## src/rtl/word_assembly_ctrl.sv

```systemverilog
// word_assembly_ctrl
// Packs a byte stream into 32-bit words. Each accepted byte is driven, with its
// lane number, to an external byte-lane decoder that captures one edge later.
// Words close when four bytes are collected or on flush. A closed word passes
// through a one-cycle COMMIT and is then held until the consumer takes it.
//
// Optional feature: define WORD_ASM_TIMEOUT_EN to enable an 8-bit idle counter.
// The counter auto-flushes a partial word after TIMEOUT_CYCLES idle cycles and
// flags that word through word_timeout. Without the macro, word_timeout is tied low.

module word_assembly_ctrl #(
  parameter int unsigned TIMEOUT_CYCLES = 64
) (
  input  logic        clk,
  input  logic        rst,
  input  logic        byte_valid,
  input  logic [7:0]  byte_in,
  output logic        byte_ready,
  input  logic        flush,
  output logic [1:0]  dec_sel,
  output logic [7:0]  dec_data,
  output logic        word_valid,
  input  logic        word_ready,
  output logic [2:0]  word_bytes,
  output logic        word_timeout,
  output logic [15:0] word_cnt
);

  // Catch an out-of-range idle limit at elaboration, in every build.
  if (TIMEOUT_CYCLES < 2 || TIMEOUT_CYCLES > 255) begin : g_bad_timeout
    $error("word_assembly_ctrl: TIMEOUT_CYCLES must be within 2..255");
  end

  typedef enum logic [1:0] {
    FILL   = 2'd0,
    COMMIT = 2'd1,
    HOLD   = 2'd2
  } state_e;

  state_e      state_q, state_d;
  logic [1:0]  lane_q, lane_d;
  logic [1:0]  dec_sel_q, dec_sel_d;
  logic [7:0]  dec_data_q, dec_data_d;
  logic        word_valid_q, word_valid_d;
  logic [2:0]  word_bytes_q, word_bytes_d;
  logic [15:0] word_cnt_q, word_cnt_d;

  logic        in_fill;
  logic        accept;
  logic [2:0]  pending;
  logic        word_full;
  logic        flush_go;
  logic        timeout_go;
  logic        close_word;
  logic        handoff;

  // Handshake and word-close conditions
  assign in_fill    = (state_q == FILL);
  assign byte_ready = in_fill & ~rst;
  assign accept     = byte_valid & byte_ready;
  // Bytes in the word including one accepted this cycle, so a flush that
  // coincides with an accept closes the word with that byte counted.
  assign pending    = {1'b0, lane_q} + {2'b00, accept};
  assign word_full  = accept & (lane_q == 2'd3);
  assign flush_go   = in_fill & flush & (pending != 3'd0);
  assign close_word = in_fill & (word_full | flush_go | timeout_go);
  assign handoff    = (state_q == HOLD) & word_ready;

`ifdef WORD_ASM_TIMEOUT_EN
  localparam logic [7:0] IdleLast = 8'(TIMEOUT_CYCLES - 1);

  logic [7:0] idle_q, idle_d;
  logic       word_timeout_q, word_timeout_d;

  // Idle limit reached on a partial word with no byte arriving this cycle
  assign timeout_go = in_fill & ~accept & (lane_q != 2'd0) & (idle_q == IdleLast);

  // Idle counter: runs only while a partial word waits in FILL
  always_comb begin
    idle_d = '0;
    if (in_fill && (lane_q != 2'd0) && !accept && !close_word) begin
      idle_d = idle_q + 8'd1;
    end
  end

  // Timeout flag captured when a word closes; an explicit flush or a full word wins
  always_comb begin
    word_timeout_d = word_timeout_q;
    if (close_word) begin
      word_timeout_d = timeout_go & ~word_full & ~flush_go;
    end
  end

  // Timeout-feature registers
  always_ff @(posedge clk) begin
    if (rst) begin
      idle_q         <= '0;
      word_timeout_q <= 1'b0;
    end else begin
      idle_q         <= idle_d;
      word_timeout_q <= word_timeout_d;
    end
  end

  assign word_timeout = word_timeout_q;
`else
  assign timeout_go   = 1'b0;
  assign word_timeout = 1'b0;
`endif

  // State and datapath registers
  always_ff @(posedge clk) begin
    if (rst) begin
      state_q      <= FILL;
      lane_q       <= '0;
      dec_sel_q    <= '0;
      dec_data_q   <= '0;
      word_valid_q <= 1'b0;
      word_bytes_q <= '0;
      word_cnt_q   <= '0;
    end else begin
      state_q      <= state_d;
      lane_q       <= lane_d;
      dec_sel_q    <= dec_sel_d;
      dec_data_q   <= dec_data_d;
      word_valid_q <= word_valid_d;
      word_bytes_q <= word_bytes_d;
      word_cnt_q   <= word_cnt_d;
    end
  end

  // Next-state logic
  always_comb begin
    state_d = state_q;
    unique case (state_q)
      FILL:    if (close_word) state_d = COMMIT;
      COMMIT:  state_d = HOLD;
      HOLD:    if (word_ready) state_d = FILL;
      default: state_d = FILL;
    endcase
  end

  // Lane counter, decoder drive and word status next values
  always_comb begin
    lane_d       = lane_q;
    dec_sel_d    = dec_sel_q;
    dec_data_d   = dec_data_q;
    word_valid_d = word_valid_q;
    word_bytes_d = word_bytes_q;
    word_cnt_d   = word_cnt_q;

    // Decoder inputs only move on an accept, so a repeated capture is harmless.
    if (accept) begin
      dec_sel_d  = lane_q;
      dec_data_d = byte_in;
    end

    if (in_fill) begin
      if (close_word) begin
        lane_d       = '0;
        word_bytes_d = pending;
      end else if (accept) begin
        lane_d = lane_q + 2'd1;
      end
    end

    // Decoder has captured the final byte by the end of COMMIT.
    if (state_q == COMMIT) begin
      word_valid_d = 1'b1;
    end

    if (handoff) begin
      word_valid_d = 1'b0;
      lane_d       = '0;
      word_cnt_d   = word_cnt_q + 16'd1;
    end
  end

  assign dec_sel    = dec_sel_q;
  assign dec_data   = dec_data_q;
  assign word_valid = word_valid_q;
  assign word_bytes = word_bytes_q;
  assign word_cnt   = word_cnt_q;

endmodule
```

## config.mk

```make
export PLATFORM = sky130hd
export DESIGN_NAME = word_assembly_ctrl
export DESIGN_NICKNAME = d
export VERILOG_FILES = /design/src/rtl/word_assembly_ctrl.sv
export SDC_FILE = /design/constraint.sdc
export NUM_CORES = 1
export LEC_CHECK = 0
export ABC_AREA = 1
export BUFFER_PORTS_ARGS = -buffer_cell sky130_fd_sc_hd__buf_2
export CAP_MARGIN = 20
export CORE_ASPECT_RATIO = 0.8
export CORE_MARGIN = 4
export CORE_UTILIZATION = 47
export CTS_CLUSTER_DIAMETER = 50
export CTS_CLUSTER_SIZE = 25
export DETAILED_ROUTE_END_ITERATION = 10
export GPL_TIMING_DRIVEN = 0
export PLACE_DENSITY = 0.74
export SYNTH_ARGS = -nofsm -noshare
export SYNTH_HDL_FRONTEND = slang
export SYNTH_SLANG_ARGS = --single-unit
```

## constraint.sdc

```tcl
create_clock -name clk -period 3.1 [get_ports clk]
set_input_delay 0.31 -clock clk [delete_from_list [all_inputs] [get_ports clk]]
set_output_delay 0.31 -clock clk [all_outputs]
set_load 0.02 [all_outputs]
```

==> results.cfg, run 1 <==
[floorplan]
num_rows = 18
fp.dieArea_mm2 = 0.00425
core_area_mm2 = 0.00311
pin_count = 45
initial_core_util = 0.494
die_x_um = 71.9
die_h_um = 59.1

[synthesis]
ys_ff_latch = 34
synthTopCellsByCount = nand2_1, dfxtp_1, nor2_1
post-synth-top-count-cell = nand2_1
postSynthCellCount = 208
synth_area_leaders = dfxtp_1, nand2_1, nor2_1
synth_area_per_cell_um2 = 7.37
yosysTopAreaCell = dfxtp_1
ys_seq_area_frac = 0.444
synth_top_cell_area_share = 0.444
async_reset_ff_frac = 0
syn_area_mm2 = 0.00153
synth_ff_type = dfxtp_1
synthesis.nets = 225
synth-edff-count = 0
yosysWarnings = 0
synth.distinct_cells = 25

[placement]
place_congestion = 0.793
port_buffers = 42
place_inst = 290
hpwl_mm = 2.30
place_ws_ns = 1.01
post_dp_cell_area_mm2 = 0.00179

[cts]
htreeDepth = 2
cts_tree = yes
root_buffer = clkbuf_8
ctsHoldBuffers = 0
numCtsBuffers = 5
ctsResizeCount = 0
cts_buffer_depth = 2
cts_setup_buffers = 0
cts.sinks = 34
clk_pin_slew_worst_paths_ns = 0.06
clkLatencyLatePin_ns = 0.29

[layout]
instances_no_fill = 298
syn2layout_area_growth_pct = 22.9
diodes = 0
multi_input_area_um2 = 703
design_area_mm2 = 0.00189
layout-drive-gt1-share = 0.264
regArea_um2 = 681
n_fill_cell = 293
final_nets = 274

[sta]
setup_violations = 0
fin_crit_sh = 0.652
layout_setup_ws_ns = 1.08
setup_tns_ns = 0
fin_skew_ns = 0.00526
whs_ns = 0.222
post-route-min-period_ns = 2.02
rsz0062_at_grt = false
drv_slew = 0
hold_viol_final = 0
clock.fmax_mhz = 495

[critical_path]
critPathArrivalTime_ns = 2.25
reg2reg_slack_ns = 1.08
slowest_delay_ns = 0.35
slowest_stage = dfxtp_1
critPathRequiredTime_ns = 3.33
crit_path_frequent_cell = nor2_1
cp.depth = 13
startpoint = state_q[1]
startpoint_type = register
crit_end = lane_q[1]
critPathBufInv = 2
critPathTopFamily = simple AND/OR/NAND/NOR gates
worstReg2RegEnd = lane_q[1]
rr_startpoint = state_q[1]
r2r_cells = 13
crit_path_max_fanout = 10
endpoint_kind = register
criticalPathCategory = register to register
path_cells = nor2_1 > nand2_2 > nor2_4 > buf_2 > ha_1 > ha_1 > nor2_1 > nand2_1 > nand3_1 > nand2_2 > inv_2 > nand2_1 > nor2_1

[power_and_ir_drop]
leakage_uw = 0.000972
ir_worst_vdd_v = 0.000323
powerDensity_mw_per_mm2 = 500

[global_route]
grt_max_degree = 11
grt_antenna_before_repair = 0
grt_pass1_vias = 1190
overflow = 0
track_usage = 0.161
grt_pass1_wl_mm = 5.22

[drt]
drtIter0Drc = 99
detail-route-antenna-nets = 0
dr_total_vias = 1398
wirelength_mm = 3.10
remaining_drc_errors = 0
firstDrtPassIters = 4
viasPerCell = 4.69
wire_per_inst_um = 10.4

[min_path]
worst_hold_path_type = primary input to register

[flow_run]
maxCapViolCount = 0

[status]
outcome = complete, no violations
state kept, by name (all words and copies together) (netlist names):
signal and cells:
state_q 2, word_bytes 3, word_valid 1, word_cnt 16
lane_q 2, dec_data 8, dec_sel 2
metrics by stage:
stage               power, uW   util
floorplan                 574      -
global placement          615  0.577
detailed placement        617  0.577
CTS                       953  0.607
global route              991  0.607
finish                    943  0.607
area by class of cell:
| class | instances | area share |
|---|---|---|
| multi-input cells | 140 | 0.373 |
| clock buffers | 7 | 0.0458 |
| clock inverters | 1 | 0.00265 |
| inverters | 28 | 0.0557 |
| plain buffers | 6 | 0.0239 |
| repair buffers | 42 | 0.111 |
| well taps | 40 | 0.0265 |
| flip-flops and latches | 34 | 0.361 |
where the power goes:
| part | total, uW | internal, uW | switching (uW) |
|---|---|---|---|
| logic | 131 | 48.6 | 82.3 |
| registers | 475 | 460 | 14.3 |
| clock network | 337 | 179 | 158 |
metal layers:
layer  up-vias  wire length, um  GRT usage
met3         6              260     0.0746
li1        750                -          -
met2        38             1260      0.234
met1       604             1550      0.204
met4         0               36     0.0724
met5         -                0          0
how the worst min path moves through the flow:
stage | from | end | slack (ns) | depth (start not counted)
2_1_floorplan | byte_in[0] | dec_data[0] | 0.42 | 2
3_3_place_gp | word_valid | word_valid | 0.44 | 2
3_5_place_dp | word_valid | word_valid | 0.44 | 2
4_1_cts | rst | dec_sel[0] | 0.21 | 2
5_1_grt | rst | dec_sel[0] | 0.21 | 2
6_report | rst | dec_sel[0] | 0.22 | 2
logic make-up (layout without fill, tap and decap cells):
logic type | after synthesis | in the layout | share of synthesized area
adder cells (fa/ha/maj) | 4 | 4 | 0.0326
flip-flops | 34 | 34 | 0.444
buffers and inverters | 34 | 84 | 0.0979
other | 1 | 1 | 0.00244
XOR/XNOR | 2 | 2 | 0.0114
AO/OA/AOI/OAI | 31 | 31 | 0.104
AND/OR/NAND/NOR | 102 | 102 | 0.308
cell usage in the layout (no fill, tap or decap), types with 2 or more instances in the layout:
cell | synthesis | layout
a21oi_1 | 9 | 9
xor2_1 | 2 | 2
nor2_4 | 2 | 2
nor2_1 | 32 | 32
nand2_2 | 3 | 3
nand2_1 | 45 | 45
inv_1 | 26 | 26
ha_1 | 4 | 4
dfxtp_1 | 34 | 34
or2_2 | 3 | 3
o21ai_0 | 20 | 20
buf_2 | 3 | 45
clkbuf_8 | 0 | 6
buf_6 | 2 | 2
inv_2 | 2 | 2
nand3_1 | 7 | 7
nand4_1 | 5 | 5
Power figures use the tool's default switching activity.
==> inputs of run 2 (changes only) <==
Settings changed: ABC_AREA 1 to 0, CORE_UTILIZATION 47 to 45.
Clock period 3.1 ns to 1.8 ns, I/O delays scaled along.
==> run 2 against run 1 <==
Compared with the run above: the flow now finishes with violations (negative setup slack); register-to-register slack worse by 1.4 ns; clock skew hardly changed; utilization grew 3.1 points; setup slack worse by 1.4 ns; combinational power increased by 63%; sequential cell count unchanged; count of clock-buffer cells in the layout is 1 higher; via count is 3.4% lower; sequential power grew 69%; die area up 0.24%; highest routed layer unchanged.
==> results.cfg, run 2 <==
[layout]
final_cell_mix = buf_2, dfxtp_1, nor2_1
diodes = 0
multi_input_area_um2 = 797
final_nets = 237
syn2layout_area_growth_pct = 34.5
final_util = 0.637
mostFrequentLayoutCell = buf_2
instances_no_fill = 261
n_fill_cell = 261
layout-drive-gt1-share = 0.353
regArea_um2 = 688
largest_reg_flops = 16

[sta]
fin_skew_ns = 0.00516
fin_crit_sh = 1.19
hold_viol_final = 0
rsz0062_at_grt = true
setup_violations = 6
clock.fmax_mhz = 467
whs_ns = 0.0975
layout_setup_ws_ns = -0.339
setup_tns_ns = -1.46
drv_slew = 0
post-route-min-period_ns = 2.14

[power_and_ir_drop]
leakage_uw = 0.000889
p_int_uw = 1270
ir_worst_vdd_v = 0.000478
switching_share = 0.241
power.total_uw = 1670
comb_power_share = 0.129
pwr-share-clk = 0.389
p_switching_uw = 402
powerDensity_mw_per_mm2 = 842
seqPwrFrac = 0.483

[synthesis]
ys_seq_area_frac = 0.462
post-synth-top-count-cell = dfxtp_1
synth_top_family_by_area = simple AND/OR/NAND/NOR gates
synth_area_leaders = dfxtp_1, nor2_1, nand2b_1
postSynthCellCount = 161
ys_ff_latch = 34
synthXorXnorAreaFrac = 0.0714
synthTopCellsByCount = dfxtp_1, nor2_1, nand2_1
synth_top_cell_area_share = 0.462
synth-edff-count = 0
syn_area_mm2 = 0.00147
async_reset_ff_frac = 0
synth-simple-area-share = 0.278
synth_area_per_cell_um2 = 9.15
synthAdderAreaFrac = 0.0340
yosysTopAreaCell = dfxtp_1
synth_ff_type = dfxtp_1
muxShareOfSynthArea = 0.0340
yosysWarnings = 0
synthesis.nets = 178
synth_compound_area_frac = 0.0892
synth.distinct_cells = 36

[drt]
firstDrtPassIters = 4
viasPerCell = 5.17
wl_met2_mm = 1.85
wirelength_mm = 3.59
m1WireLength_mm = 1.51
drtIter0Drc = 69
remaining_drc_errors = 0
wire_per_inst_um = 13.8
top_layer = met4
detail-route-antenna-nets = 0
wl_met3_um = 179
dr_total_vias = 1350

[floorplan]
core_area_mm2 = 0.00311
pin_count = 45
die_x_um = 72.0
initial_core_util = 0.474
die_h_um = 59.2
num_rows = 18
fp.dieArea_mm2 = 0.00426

[cts]
htreeDepth = 2
cts.sinks = 34
clkLatencyLatePin_ns = 0.28
clk_pin_slew_worst_paths_ns = 0.06
numCtsBuffers = 5
cts_tree = yes
root_buffer = clkbuf_8
cts_buffer_depth = 2
ctsHoldBuffers = 0

[global_route]
grt_max_degree = 11
overflow = 0
track_usage = 0.183
grt_pass1_vias = 1345
grt_antenna_before_repair = 0
grt_pass1_wl_mm = 5.96

[flow_run]
maxCapViolCount = 0

[critical_path]
criticalPathCategory = register to register
critPathArrivalTime_ns = 2.29
critPathRequiredTime_ns = 1.95
crit_path_max_fanout = 4
endpoint_kind = register
startpoint_type = register

[placement]
place_inst = 244
place_congestion = 0.781
port_buffers = 43
hpwl_mm = 2.61

[min_path]
worst_hold_path_type = primary input to register

[status]
violations = negative setup slack
outcome = finished with violations
run 2: cell families (layout without fill, tap and decap cells):
family          Yosys count  in the layout
simple gates             74             74
flops                    34             34
compound gates           23             23
xor+xnor                 12             12
buf+inv                   8             68
mux                       5              5
fa+ha+maj                 4              4
other cells               1              1
run 2: final cells by class:
| type | count | share of cell area |
|---|---|---|
| Timing Repair Buffer | 52 | 0.143 |
| Inverter | 1 | 0.00190 |
| Buffer | 7 | 0.0246 |
| Sequential cell | 34 | 0.347 |
| Tap cell | 40 | 0.0253 |
| Multi-Input combinational cell | 119 | 0.402 |
| Clock buffer | 8 | 0.0556 |
run 2: metal layers:
layer | vias up | GRT usage
met5 | - | 0
met4 | 0 | 0.0885
met3 | 7 | 0.0492
met2 | 27 | 0.319
met1 | 644 | 0.209
li1 | 672 | -
run 2: final timing paths:
kind                            slack [ns]  cells past startpoint             to  startpoint
worst max-delay path                 -0.34                      8  word_bytes[0]  state_q[0]
worst min-delay path                   0.1                      3    dec_data[2]  byte_in[2]
worst max register to register       -0.34                      8  word_bytes[0]  state_q[0]
worst min register to register        0.46                      2     word_valid  word_valid
run 2: power by group through the flow:
stage | registers [uW] | logic (uW) | clock network (uW)
floorplan | 847 | 101 | 0
global placement | 821 | 185 | 0
detailed placement | 823 | 193 | 0
CTS | 804 | 213 | 660
global route | 808 | 237 | 700
finish | 805 | 214 | 648
run 2: worst max-delay path, stage by stage (launching register included):
cell and delay (ns):
dfxtp_4 0.35, nor4b_4 0.30, clkbuf_8 0.19, ha_4 0.13, ha_4 0.19, o31a_1 0.28, a22oi_2 0.29, mux2i_1 0.23
nor2_1 0.05
run 2: through the flow:
stage	cell area (um2)	setup WS, ns
2_1_floorplan	1530	-0.373
3_5_place_dp	1790	-0.587
6_report	1980	-0.339
4_1_cts	1970	-0.336
5_1_grt	1980	-0.441
3_3_place_gp	1790	-0.520
run 2: timing repair:
action / CTS / global route
endpoints found under the setup margin: 7 / 8
pin swaps: 3 / 2
cloned: 0 / 0
setup buffers: 8 / 1
resized for setup: 1 / 3
==> inputs of run 3 (changes only) <==
Settings changed: SKIP_CTS_REPAIR_TIMING set to 1.
==> run 3 against run 2 <==
Compared with the run above: worst hold slack barely moved; the flow still finishes with violations (negative setup slack); largest cell class unchanged; critical endpoint unchanged; critical path depth did not move; routed wire length fell by 1.4%; non-clock buffer count fell by 2; combinational power fell by 3%; via count fell by 0.30%; die area did not move; utilization fell by 0.48 points; global-route usage fell by 0.80 points; final cell count fell by 0.77%; sequential cell count did not move.
==> results.cfg, run 3 (synthesis gave the netlist of run 2 again) <==
[status]
outcome = finished with violations
violations = negative setup slack

[floorplan]
core_area_mm2 = 0.00311
die_h_um = 59.2
fp.dieArea_mm2 = 0.00426
num_rows = 18
initial_core_util = 0.474
die_x_um = 72.0
pin_count = 45

[drt]
viasPerCell = 5.20
firstDrtPassIters = 4
drtIter0Drc = 75
dr_total_vias = 1346
detail-route-antenna-nets = 0
remaining_drc_errors = 0
wirelength_mm = 3.54
wire_per_inst_um = 13.7

[critical_path]
r2r_cells = 8
critPathRequiredTime_ns = 1.95
critPathTopFamily = compound AO/OA/AOI/OAI gates
crit_end = word_bytes[0]
reg2reg_slack_ns = -0.41
criticalPathCategory = register to register
slowest_stage = dfxtp_4
worstReg2RegEnd = word_bytes[0]
slowest_delay_ns = 0.36
startpoint = state_q[0]
critPathBufInv = 1
endpoint_kind = register
cp.depth = 8
critPathArrivalTime_ns = 2.37
path_cells = nor4b_4 > clkbuf_8 > ha_4 > ha_4 > o31a_1 > a22oi_2 > mux2i_1 > nor2_1
startpoint_type = register
crit_path_frequent_cell = ha_4
rr_startpoint = state_q[0]
crit_path_max_fanout = 4

[sta]
layout_setup_ws_ns = -0.413
clock.fmax_mhz = 452
setup_violations = 6
fin_skew_ns = 0.00551
post-route-min-period_ns = 2.21
rsz0062_at_grt = true
whs_ns = 0.0976
fin_crit_sh = 1.23
hold_viol_final = 0
drv_slew = 0

[layout]
syn2layout_area_growth_pct = 33.5
final_nets = 235
instances_no_fill = 259
diodes = 0
largest_reg_flops = 16
layout-drive-gt1-share = 0.347
final_cell_mix = buf_2, dfxtp_1, nor2_1
final_util = 0.632
n_fill_cell = 262
mostFrequentLayoutCell = buf_2

[placement]
place_inst = 244
place_congestion = 0.781
port_buffers = 43
hpwl_mm = 2.61

[global_route]
grt_pass1_vias = 1297
overflow = 0
grt_max_degree = 11
track_usage = 0.175
grt_antenna_before_repair = 0
grt_pass1_wl_mm = 5.71

[cts]
cts_tree = yes
cts.sinks = 34
clkLatencyLatePin_ns = 0.28
numCtsBuffers = 5
clk_pin_slew_worst_paths_ns = 0.06
root_buffer = clkbuf_8
cts_buffer_depth = 2
htreeDepth = 2

[power_and_ir_drop]
ir_worst_vdd_v = 0.000475
powerDensity_mw_per_mm2 = 845
leakage_uw = 0.000879

[flow_run]
maxCapViolCount = 0

[min_path]
worst_hold_path_type = primary input to register
run 3: cell count changes in the layout (fill, tap and decap cells not counted), sizes merged:
cell and change:
buf -2
run 3: area by class of cell:
cell class | count | area [um2] | area share
flip-flops and latches | 34 | 688 | 0.350
well taps | 40 | 50.0 | 0.0255
multi-input cells | 119 | 797 | 0.405
repair buffers | 50 | 268 | 0.136
clock buffers | 8 | 110 | 0.0560
inverters | 1 | 3.75 | 0.00191
plain buffers | 7 | 48.8 | 0.0248
run 3: per-layer routing:
layer | vias to the layer above | part of all wire | routed length (um) | track usage
met1 | 641 | 0.43 | 1510 | 0.195
met5 | - | 0 | 0 | 0
li1 | 671 | - | - | -
met2 | 27 | 0.51 | 1800 | 0.309
met3 | 7 | 0.050 | 178 | 0.0492
met4 | 0 | 0.014 | 51 | 0.0858
run 3: worst min path at each step:
| stage | from | end | slack [ns] | cells past startpoint |
|---|---|---|---|---|
| 6_report | byte_in[2] | dec_data[2] | 0.1 | 3 |
| 5_1_grt | byte_in[2] | dec_data[2] | 0.11 | 3 |
| 4_1_cts | byte_in[5] | dec_data[5] | 0.1 | 3 |
| 3_5_place_dp | byte_in[5] | dec_data[5] | 0.39 | 3 |
| 3_3_place_gp | byte_in[0] | dec_data[0] | 0.38 | 3 |
| 2_1_floorplan | byte_in[0] | dec_data[0] | 0.29 | 2 |
run 3: metrics by stage:
| stage | power [uW] | setup TNS, ns | worst slack (ns) | cell area, um2 |
|---|---|---|---|---|
| final | 1660 | -1.91 | -0.413 | 1970 |
| after global routing | 1740 | -2.56 | -0.498 | 1970 |
| after CTS | 1660 | -3.04 | -0.618 | 1900 |
| after detailed placement | 1020 | -2.84 | -0.587 | 1790 |
| after global placement | 1010 | -2.48 | -0.520 | 1790 |
| after floorplan | 949 | -1.62 | -0.373 | 1530 |
run 3: power breakdown:
| group | internal (uW) | total (uW) | switching (uW) | leakage (uW) |
|---|---|---|---|---|
| clock network | 386 | 648 | 262 | 0.0000575 |
| registers | 782 | 805 | 23.8 | 0.000278 |
| logic | 93.6 | 207 | 114 | 0.000544 |
| total | 1260 | 1660 | 400 | 0.000879 |
run 3: worst register-to-register path, cell delays in order (launching register included):
cell and delay [ns]:
dfxtp_4 0.36, nor4b_4 0.36, clkbuf_8 0.21, ha_4 0.13, ha_4 0.19, o31a_1 0.28
a22oi_2 0.27, mux2i_1 0.23, nor2_1 0.06
